<file path="src/rtl/bp_be_fe_cmd_issue.sv">
// FE command issue queue: ordered buffer of BE-generated fe_cmd packets with a
// valid/yumi output, best-effort attaboys and a saturating attaboy-drop counter.

package bp_be_fe_cmd_issue_pkg;

    typedef enum logic [1:0] {
        e_bp_default_cfg = 2'd0
    } bp_params_e;

    localparam int vaddr_width_gp   = 39;
    localparam int operand_width_gp = 32;

    typedef enum logic [2:0] {
        e_op_state_reset          = 3'd0,
        e_op_pc_redirection       = 3'd1,
        e_op_icache_fill_response = 3'd2,
        e_op_icache_fence         = 3'd3,
        e_op_attaboy              = 3'd4,
        e_op_wait                 = 3'd5
    } bp_fe_command_queue_opcodes_e;

    typedef struct packed {
        bp_fe_command_queue_opcodes_e opcode;
        logic [vaddr_width_gp-1:0]    vaddr;
        logic [operand_width_gp-1:0]  operands;
    } bp_fe_cmd_s;

    function automatic int fe_cmd_width(bp_params_e cfg);
        case (cfg)
            e_bp_default_cfg: fe_cmd_width = $bits(bp_fe_cmd_s);
            default:          fe_cmd_width = $bits(bp_fe_cmd_s);
        endcase
    endfunction

endpackage

module bp_be_fe_cmd_issue
    import bp_be_fe_cmd_issue_pkg::*;
#(
    parameter bp_params_e bp_params_p      = e_bp_default_cfg,
    parameter int         fifo_els_p       = 4,
    parameter int         drop_cnt_width_p = 16,
    localparam int        fe_cmd_width_lp  = fe_cmd_width(bp_params_p)
) (
    input  logic                        clk_i,
    input  logic                        reset_i,

    input  logic [fe_cmd_width_lp-1:0]  cmd_i,
    input  logic                        cmd_v_i,
    output logic                        cmd_ready_and_o,

    output logic [fe_cmd_width_lp-1:0]  fe_cmd_o,
    output logic                        fe_cmd_v_o,
    input  logic                        fe_cmd_yumi_i,

    output logic                        busy_o,
    output logic                        empty_o,
    output logic [drop_cnt_width_p-1:0] drop_cnt_o
);

    localparam int ptr_w_lp = $clog2(fifo_els_p);
    localparam int cnt_w_lp = ptr_w_lp + 1;
    localparam int op_w_lp  = $bits(bp_fe_command_queue_opcodes_e);
    localparam int sum_w_lp = ((drop_cnt_width_p > cnt_w_lp) ? drop_cnt_width_p : cnt_w_lp) + 1;

    typedef enum logic {
        e_init = 1'b0,
        e_run  = 1'b1
    } state_e;

    state_e                      state_q, state_d;
    logic [fe_cmd_width_lp-1:0]  mem_q [fifo_els_p];
    logic [fifo_els_p-1:0]       live_q, live_d;
    logic [ptr_w_lp:0]           wptr_q, wptr_d;
    logic [ptr_w_lp:0]           rptr_q, rptr_d;
    logic [cnt_w_lp-1:0]         nonattaboy_cnt_q, nonattaboy_cnt_d;
    logic [drop_cnt_width_p-1:0] drop_cnt_q, drop_cnt_d;

    logic [op_w_lp-1:0]  cmd_op;
    logic                cmd_is_attaboy, cmd_is_redirect, cmd_is_sreset;
    logic                full, empty;
    logic [ptr_w_lp-1:0] head_idx, tail_idx;
    logic                head_v, head_is_attaboy;
    logic                ready;
    logic                enq_fire, enq_write, enq_drop, squash_req;
    logic                yumi_pop, dead_pop, pop;
    logic                cnt_inc, cnt_dec;
    logic [fifo_els_p-1:0] entry_is_attaboy;
    logic [fifo_els_p-1:0] squash_mask;
    logic [cnt_w_lp-1:0]   squash_cnt;
    logic [sum_w_lp-1:0]   drop_sum;

    assign cmd_op          = cmd_i[fe_cmd_width_lp-1 -: op_w_lp];
    assign cmd_is_attaboy  = (cmd_op == e_op_attaboy);
    assign cmd_is_redirect = (cmd_op == e_op_pc_redirection);
    assign cmd_is_sreset   = (cmd_op == e_op_state_reset);

    // Extra wrap bit distinguishes full from empty when the indices coincide.
    assign full     = ((wptr_q ^ rptr_q) == {1'b1, {ptr_w_lp{1'b0}}});
    assign empty    = (wptr_q == rptr_q);
    assign head_idx = rptr_q[ptr_w_lp-1:0];
    assign tail_idx = wptr_q[ptr_w_lp-1:0];

    always_comb begin
        entry_is_attaboy = '0;
        for (int i = 0; i < fifo_els_p; i++) begin
            entry_is_attaboy[i] = (mem_q[i][fe_cmd_width_lp-1 -: op_w_lp] == e_op_attaboy);
        end
    end

    assign head_is_attaboy = entry_is_attaboy[head_idx];
    assign head_v          = ~empty & live_q[head_idx];

    // Until the first state_reset only that opcode may enter; others wait upstream.
    always_comb begin
        ready = 1'b0;
        case (state_q)
            e_init:  ready = cmd_is_sreset & ~full;
            e_run:   ready = cmd_is_attaboy | ~full;
            default: ready = 1'b0;
        endcase
        ready = ready & ~reset_i;
    end

    assign enq_fire   = cmd_v_i & ready;
    assign enq_write  = enq_fire & ~(cmd_is_attaboy & full);
    assign enq_drop   = enq_fire & cmd_is_attaboy & full;
    assign squash_req = enq_fire & (cmd_is_redirect | cmd_is_sreset);

    assign yumi_pop = fe_cmd_yumi_i & head_v;
    assign dead_pop = ~empty & ~live_q[head_idx];
    assign pop      = yumi_pop | dead_pop;

    // A head already presented to the FE must not change under it, so it is spared.
    always_comb begin
        squash_mask = '0;
        squash_cnt  = '0;
        for (int i = 0; i < fifo_els_p; i++) begin
            squash_mask[i] = squash_req & live_q[i] & entry_is_attaboy[i]
                           & ~(head_v & (head_idx == ptr_w_lp'(i)));
            squash_cnt     = squash_cnt + cnt_w_lp'(squash_mask[i]);
        end
    end

    always_comb begin
        live_d = live_q & ~squash_mask;
        if (pop) begin
            live_d[head_idx] = 1'b0;
        end
        if (enq_write) begin
            live_d[tail_idx] = 1'b1;
        end
    end

    assign wptr_d = wptr_q + (ptr_w_lp + 1)'(enq_write);
    assign rptr_d = rptr_q + (ptr_w_lp + 1)'(pop);

    assign cnt_inc = enq_write & ~cmd_is_attaboy;
    assign cnt_dec = yumi_pop & ~head_is_attaboy;

    always_comb begin
        nonattaboy_cnt_d = nonattaboy_cnt_q;
        case ({cnt_inc, cnt_dec})
            2'b10:   nonattaboy_cnt_d = nonattaboy_cnt_q + cnt_w_lp'(1);
            2'b01:   nonattaboy_cnt_d = nonattaboy_cnt_q - cnt_w_lp'(1);
            default: nonattaboy_cnt_d = nonattaboy_cnt_q;
        endcase
    end

    assign drop_sum = sum_w_lp'(drop_cnt_q) + sum_w_lp'(squash_cnt) + sum_w_lp'(enq_drop);

    always_comb begin
        if (drop_sum[sum_w_lp-1:drop_cnt_width_p] != '0) begin
            drop_cnt_d = '1;
        end else begin
            drop_cnt_d = drop_sum[drop_cnt_width_p-1:0];
        end
    end

    always_comb begin
        state_d = state_q;
        if (enq_fire & cmd_is_sreset) begin
            state_d = e_run;
        end
    end

    always_ff @(posedge clk_i or posedge reset_i) begin
        if (reset_i) begin
            state_q          <= e_init;
            live_q           <= '0;
            wptr_q           <= '0;
            rptr_q           <= '0;
            nonattaboy_cnt_q <= '0;
            drop_cnt_q       <= '0;
        end else begin
            state_q          <= state_d;
            live_q           <= live_d;
            wptr_q           <= wptr_d;
            rptr_q           <= rptr_d;
            nonattaboy_cnt_q <= nonattaboy_cnt_d;
            drop_cnt_q       <= drop_cnt_d;
        end
    end

    // Payload storage needs no reset: the output is gated by the live head.
    always_ff @(posedge clk_i) begin
        if (enq_write) begin
            mem_q[tail_idx] <= cmd_i;
        end
    end

    assign cmd_ready_and_o = ready;
    assign fe_cmd_v_o      = head_v;
    assign fe_cmd_o        = head_v ? mem_q[head_idx] : '0;
    assign busy_o          = (nonattaboy_cnt_q != '0);
    assign empty_o         = ~|live_q;
    assign drop_cnt_o      = drop_cnt_q;

`ifndef SYNTHESIS
    yumi_only_when_valid: assert property (
        @(posedge clk_i) disable iff (reset_i) fe_cmd_yumi_i |-> fe_cmd_v_o
    );
`endif

endmodule

</file>
<file path="config.mk">
export PLATFORM = sky130hd
export DESIGN_NAME = bp_be_fe_cmd_issue
export DESIGN_NICKNAME = d
export VERILOG_FILES = /design/src/rtl/bp_be_fe_cmd_issue.sv
export SDC_FILE = /design/constraint.sdc
export NUM_CORES = 1
export LEC_CHECK = 0
export BUFFER_PORTS_ARGS = -buffer_cell sky130_fd_sc_hd__buf_2
export CELL_PAD_IN_SITES_DETAIL_PLACEMENT = 1
export CELL_PAD_IN_SITES_GLOBAL_PLACEMENT = 1
export CORE_AREA = 3 3 161 163
export DETAILED_ROUTE_END_ITERATION = 7
export DIE_AREA = 0 0 164 166
export GPL_TIMING_DRIVEN = 0
export HOLD_SLACK_MARGIN = 0.12
export PLACE_DENSITY_LB_ADDON = 0.15
export SYNTH_ARGS = -nofsm -noshare
export SYNTH_HDL_FRONTEND = slang
export SYNTH_SLANG_ARGS = --single-unit
</file>
<file path="constraint.sdc">
create_clock -name clk_i -period 9.4 [get_ports clk_i]
set_input_delay 0 -clock clk_i [delete_from_list [all_inputs] [get_ports clk_i]]
set_output_delay 0 -clock clk_i [all_outputs]
set_load 0.02 [all_outputs]
</file>
# Yosys cells after proc, flatten, opt, wreduce, memory -nomap -nowiden
# Memory sizes are Yosys's and may differ from the RTL's.
# Index checks and enable logic that the tools add are counted.
# op_classes
addsub	9
n_lt_le_gt_ge	4
n_eq_ne	13
n_mux	16
bitwise	51
reduce_logical	8
# ops
cell	count
two-way mux 74 bit	1
bitwise AND 1 bit	30
== test 3 bit (second input constant)	6
adder 16 x 3 -> 17 bit	1
adder 17 x 1 -> 17 bit	1
two-way mux 16 bit	1
NOT 1 bit	12
adder 3 x 1 -> 3 bit	3
bitwise AND 4 bit	2
two-way mux 4 bit	2
NOT 4 bit	2
== test 2 bit (second input constant)	3
< comparator 2 x 3 -> 1 bit (second input constant)	2
two-way mux 1 bit	6
one-hot mux 3 bit (2 select lines)	1
binary-select mux 1 bit (select 2 bit)	2
demux 1 bit (select 2 bit)	2
== test 2 x 1 -> 1 bit (second input constant)	2
greater-or-equal comparator 2 x 1 -> 1 bit (second input constant)	2
bitwise OR 4 bit	1
OR reduction 4 bit	1
adder 2 x 1 -> 3 bit	1
adder 3 x 1 -> 3 bit (second input constant)	1
== test 3 x 1 -> 1 bit (second input constant)	1
other kinds (12)	15
# totals
ff_bits	30
ramBits	296
in_bits	78
output_inout_bits	94
word_cells	108
memories	1
# memory_table
memory	words	width	read_ports	rd_clocked_by_memory_dff	write_ports	line_no	rtl
mem_q	4	74	5	0	1	72	logic [fe_cmd_width_lp-1:0] mem_q [fifo_els_p];

# Depth between registers and ports, before layout
# depth
word_depth	17
depth_mapped	17
ltp_nobuf	14

# Worst setup path before layout
# Ideal clock, no wire load.
# synth_path
kind	register -> register
from	register rptr_q[0]
to	register drop_cnt_q[11], in the netlist drop_cnt_o[11]
setup_time_ns	0.129
t_arrival_ns	3.809
required_ns	9.271
slack_ns	5.462
stages_incl_launch_ff	18
n_path_buf	3
period_less_slack_ns	3.938
cell_sequence	dfrtp_1 > buf_4 > xnor2_1 > and3_1 > buf_2 > or3_1 > nor3_1 > fa_1 > inv_1 > fa_1 > inv_1 > ha_1 > fa_1 > a21oi_1 > nor4b_4 > nand2_1 > buf_2 > nand3_1
# synth_via
elab_chain_len	17
word_cells_on_any_way	46
classes_between	add/sub (5); eq/ne (5); mux (4); bitwise (31); reduce/logical (1)
# synth_rtl
item	line_no	rtl
start: declaration	75	logic [ptr_w_lp:0] rptr_q, rptr_d;
start signal: assignment	199	rptr_q <= rptr_d;
bitwise XOR 3 bit	99	assign full = ((wptr_q ^ rptr_q) == {1'b1, {ptr_w_lp{1'b0}}});
== test 3 bit	99	
NOT 1 bit	118, 119	
bitwise OR 1 bit / bitwise AND 1 bit (equally long branches)	119, 118	
one-hot mux 1 bit (2 select lines)	117	case (state_q)
bitwise AND 1 bit	122	ready = ready & ~reset_i;
bitwise AND 1 bit	125	assign enq_fire = cmd_v_i & ready;
bitwise AND 1 bit	128	assign squash_req = enq_fire & (cmd_is_redirect | cmd_is_sreset);
bitwise AND 1 bit (2 in series)	139	squash_mask[i] = squash_req & live_q[i] & entry_is_attaboy[i]
bitwise AND 1 bit	140	& ~(head_v & (head_idx == ptr_w_lp'(i)));
adder 1 x 1 -> 2 bit	141	squash_cnt = squash_cnt + cnt_w_lp'(squash_mask[i]);
adder 2 x 1 -> 3 bit	141	
adder 3 x 1 -> 3 bit	141	
adder 16 x 3 -> 17 bit	170	assign drop_sum = sum_w_lp'(drop_cnt_q) + sum_w_lp'(squash_cnt) + sum_w_lp'(enq_drop);
adder 17 x 1 -> 17 bit (*)	170	
two-way mux 16 bit (*)	173	if (drop_sum[sum_w_lp-1:drop_cnt_width_p] != '0) begin
via drop_cnt_d[11]	77	logic [drop_cnt_width_p-1:0] drop_cnt_q, drop_cnt_d;
end signal: assignment	201	drop_cnt_q <= drop_cnt_d;
end: declaration	77	
# The timed path passes the listed nets; every way through them passes the cells marked *. The select of a mux whose other input is x is not followed.
# A chain may end at the register's enable or synchronous reset.

# Worst setup path after layout
# layout_path
from	input reset_i
to	register drop_cnt_q[13], in the netlist drop_cnt_o[13]
# layout_via
elab_chain_len	13
word_cells_on_any_way	24
classes_between	add/sub (5); mux (1); bitwise (18)
# layout_rtl
item	line_no	rtl
start: declaration	46	input logic reset_i,
NOT 1 bit (*)	122	
bitwise AND 1 bit (*)	122	
bitwise AND 1 bit (*)	125	
bitwise AND 1 bit	128	
bitwise AND 1 bit (2 in series)	139	
bitwise AND 1 bit	140	
adder 1 x 1 -> 2 bit	141	
adder 2 x 1 -> 3 bit	141	
adder 3 x 1 -> 3 bit	141	
adder 16 x 3 -> 17 bit	170	
adder 17 x 1 -> 17 bit (*)	170	
two-way mux 16 bit (*)	173	
via drop_cnt_d[13]	77	
# The timed path passes the listed nets; every way through them passes the cells marked *.

==> summary.txt <==
Status
  • Result of the run: completed

STA
  • Setup repair after global routing missed its margin: false
  • Post-route setup slack: 4.72 ns
  • Slew @ Worst Pin: 0.708 ns
  • Final Hold Fails: 0
  • Portion of the clock cycle consumed by the worst path in the final layout: 0.498
  • Fin Hold WS: 0.198 ns
  • Shortest period the worst path allows: 4.68 ns
  • Setup TNS after final layout: 0 ns
  • Maximum clock skew at final layout: 0.0171 ns
  • Number of pins exceeding their max-slew limit in the final report: 0
  • Final Setup Violations: 0
  • Max-slew headroom at the worst pin: 0.528
  • Highest clock frequency the design can meet: 214 MHz

Die
  • # rows: 57
  • Die extent in x: around 160 um
  • Die area: around 27000 um2
  • I/O pin cnt: 172
  • Overall die height: 166 um
  • Core region area: 24500 um2
  • Starting density of the core: 0.533

Place
  • Post-place setup slack: 4.84 ns
  • Count of input and output buffers: 171
  • Estimated wirelength of the detail-placed design: just under 20 mm
  • RD Place Congestion: 0.836
  • Area after detailed placement: 14400 um2

Worst setup path
  • Path type of the worst setup path: in -> reg
  • Largest fanout on the critical path: 10
  • Start point of the critical path: reset_i
  • Arrival @ worst endpoint: 5.06 ns
  • Critical Path End Type: flip-flop
  • Nature of the critical path startpoint: primary input
  • Crit path required time: 9.78 ns
  • Launching point of the worst reg2reg path: rptr_q[0]$_DFF_PP0_

Global routing
  • Pin count of the biggest net entering global routing: 46
  • Wire length of the first global-routing pass: about 51 mm
  • Overall fraction of global-route tracks in use: 0.245
  • Number of antenna violations at the first check in global routing: 3
  • Sum of overflow across all layers after global routing: 0
  • Number of global-route vias before repair: 8584

Clock network
  • Buffers from clock root to sink, at most: 3
  • Clk root buf: sky130_fd_sc_hd__clkbuf_16
  • Hold_buf cts: between 70 and 80
  • Number of clock buffers inserted by TritonCTS: 35
  • Clock tree sinks: 326
  • H-Tree Level Count: 2
  • Worst-skew pair later-pin latency: 0.52 ns
  • TritonCTS clock tree: built
  • Postcts setup bufs: 0
  • Post-cts resize count: 0
  • Register clock-pin slew on the reported worst setup and hold paths: 0.06 ns

Yosys
  • Post-Syn Area: approximately 13000 um2
  • Syn. warnings: 0
  • Most area-consuming cells after synthesis: sky130_fd_sc_hd__edfxtp_1 68%, sky130_fd_sc_hd__mux4_2 13%, sky130_fd_sc_hd__dfrtp_1 5.8%
  • Async set-or-reset flop fraction in the synthesized netlist: 0.0920
  • Cells after synthesis: 675
  • Most used flip-flop cell after synthesis: sky130_fd_sc_hd__edfxtp_1
  • Top post-synthesis cells by count: 296 x sky130_fd_sc_hd__edfxtp_1, 76 x sky130_fd_sc_hd__and3_1, 75 x sky130_fd_sc_hd__mux4_2
  • Number of different library cells in the post-synthesis netlist: 39
  • Number of enable-type register cells in the synthesized netlist: 296
  • Net count of the mapped netlist: 766
  • Area share of the largest cell type after synthesis: 0.682
  • Library cell with the highest instance count after synthesis: sky130_fd_sc_hd__edfxtp_1
  • Sequential-to-total area share from yosys stat: 0.739
  • Post-Synthesis Mean Instance Area: 19.3 um2
  • Largest area contributor in the synthesized netlist: sky130_fd_sc_hd__edfxtp_1
  • Number of storage elements in the synthesis netlist: 326

Power
  • Reported net switching power: 1450 uW
  • Cell internal power dissipation: approximately 3000 uW
  • Part of the power in combinational logic: 0.319
  • Worst IR Drop VDD: 0.238 mV
  • Switching Share: 0.326
  • Sequential Power Share: 0.391
  • Static leakage power: 0.00629 uW
  • Cell area power density: approximately 270 nW/um2
  • Clock power frac: 0.290

Final layout
  • Fraction of layout instances using a drive strength above 1: 0.328
  • Signed area change from the synthesized netlist to the final layout: 25.0%
  • Area taken by flip-flops and latches: 9640 um2
  • Net count of the finished layout: 1056
  • Design area: ~16000 um2
  • Area used by multi-input combinational logic: 3190 um2
  • Number of fill cells: roughly 2200

Route
  • Remaining antenna violation count: 0
  • Iter 0 DRT Violations: 600
  • Via-per-instance ratio: 5.73
  • Post-Route WL: 32.9 mm
  • Total DRC errors in the routed layout: 0
  • Detailed-router iteration count before antenna repair: 5
  • Mean routed wirelength per cell: 24.9 um
  • Vias post-DR: roughly 7600

Min path
  • Hold Crit Start: cmd_v_i
  • Path category of the worst min-delay check: in -> reg

Flow run
  • Maximum Capacitance Violations: 0
registers in the layout, summed over array words and instances, names as in the netlist:
register,count
drop_cnt_o,16
wptr_q,3
nonattaboy_cnt_q,3
live_q,4
state_q,1
rptr_q,3
mem_q,296
layer usage:
metal | part of all wire | GRT usage | vias to the layer above | routed length, um
li1 | - | - | 3314 | -
met1 | 0.39 | 0.309 | 3961 | 12900
met4 | 0.019 | 0.0662 | 0 | 641
met2 | 0.54 | 0.435 | 254 | 17600
met3 | 0.053 | 0.0479 | 45 | 1730
met5 | 0 | 0 | - | 0
layout make-up:
class / instances / area share
Clock inverter: 21 / 0.00883
Multi-Input combinational cell: 300 / 0.196
Inverter: 13 / 0.00361
Clock buffer: 43 / 0.0569
Buffer: 36 / 0.00998
Tap cell: 324 / 0.0249
Timing Repair Buffer: 253 / 0.108
Antenna cell: 5 / 0.000768
Sequential cell: 326 / 0.592
worst max-delay path: stages:
cell and delay [ns]:
sky130_fd_sc_hd__dlygate4sd3_1 0.53, sky130_fd_sc_hd__dlygate4sd3_1 0.55, sky130_fd_sc_hd__buf_2 0.14, sky130_fd_sc_hd__nand2b_1 0.17, sky130_fd_sc_hd__or3_1 0.39, sky130_fd_sc_hd__or3_1 0.36, sky130_fd_sc_hd__nor3_1 0.28, sky130_fd_sc_hd__fa_1 0.22
sky130_fd_sc_hd__inv_1 0.06, sky130_fd_sc_hd__fa_1 0.50, sky130_fd_sc_hd__inv_1 0.04, sky130_fd_sc_hd__ha_1 0.20, sky130_fd_sc_hd__fa_1 0.42, sky130_fd_sc_hd__a21oi_1 0.51, sky130_fd_sc_hd__nor4b_4 0.15, sky130_fd_sc_hd__nand2_1 0.17
sky130_fd_sc_hd__buf_2 0.25, sky130_fd_sc_hd__nand3_1 0.11
logic make-up (layout without fill, tap and decap cells):
group                    count (synthesis)  count (layout)  synth area share
other                                    0               5                 0
multiplexers                            80              80             0.133
AND/OR/NAND/NOR                        164             164            0.0725
buffers and inverters                   49             366            0.0162
adder cells (fa/ha/maj)                 13              13            0.0148
AO/OA/AOI/OAI                           27              27            0.0130
XOR/XNOR                                16              16            0.0107
flip-flops                             326             326             0.739
final timing paths:
kind,end,slack [ns],cells after the start
hold reg to reg,nonattaboy_cnt_q[2]$_DFFE_PP0P_,0.48,1
setup / recovery,drop_cnt_o[13]$_DFF_PP0_,4.72,18
setup reg to reg,drop_cnt_o[13]$_DFF_PP0_,4.83,17
max in group asynchronous,rptr_q[2]$_DFF_PP0_,8.47,5
min in group asynchronous,drop_cnt_o[9]$_DFF_PP0_,0.53,4
hold / removal,live_q[0]$_DFF_PP0_,0.20,5
power by group through the flow:
stage	Clock (uW)	Sequential [uW]	Combinational, uW
after floorplan	0	1760	933
after global routing	1380	1760	1540
final	1300	1750	1420
after CTS	1320	1750	1430
after global placement	0	1770	1330
after detailed placement	0	1770	1380
cell usage in the layout (no fill, tap or decap), types with 5 or more instances in the layout:
cell	synthesis	final
sky130_fd_sc_hd__inv_1	13	8
sky130_fd_sc_hd__clkbuf_1	20	27
sky130_fd_sc_hd__nand3_1	10	10
sky130_fd_sc_hd__clkbuf_16	0	36
sky130_fd_sc_hd__dlygate4sd3_1	0	77
sky130_fd_sc_hd__nand2_1	24	24
sky130_fd_sc_hd__mux4_2	75	75
sky130_fd_sc_hd__nor3_1	7	7
sky130_fd_sc_hd__o21ai_0	5	5
sky130_fd_sc_hd__and3_1	76	76
sky130_fd_sc_hd__buf_2	12	183
sky130_fd_sc_hd__edfxtp_1	296	296
sky130_fd_sc_hd__xnor2_1	11	11
sky130_fd_sc_hd__nor4_1	5	5
sky130_fd_sc_hd__nand2b_1	8	8
sky130_fd_sc_hd__nor2_1	10	10
sky130_fd_sc_hd__clkinv_2	0	11
sky130_fd_sc_hd__xor2_1	5	5
sky130_fd_sc_hd__diode_2	0	5
sky130_fd_sc_hd__ha_1	9	9
sky130_fd_sc_hd__a21oi_1	7	7
sky130_fd_sc_hd__or3_1	10	10
sky130_fd_sc_hd__o211ai_1	6	6
sky130_fd_sc_hd__dfrtp_1	30	30
sky130_fd_sc_hd__clkinv_1	0	6
metrics by stage:
step,utilization,std cells,power (uW)
final,0.666,1321,4470
after floorplan,-,675,2700
after global routing,0.666,1320,4670
after global placement,0.585,1170,3100
after CTS,0.664,1314,4490
after detailed placement,0.590,1174,3150
(Power assumes the default switching activity.)
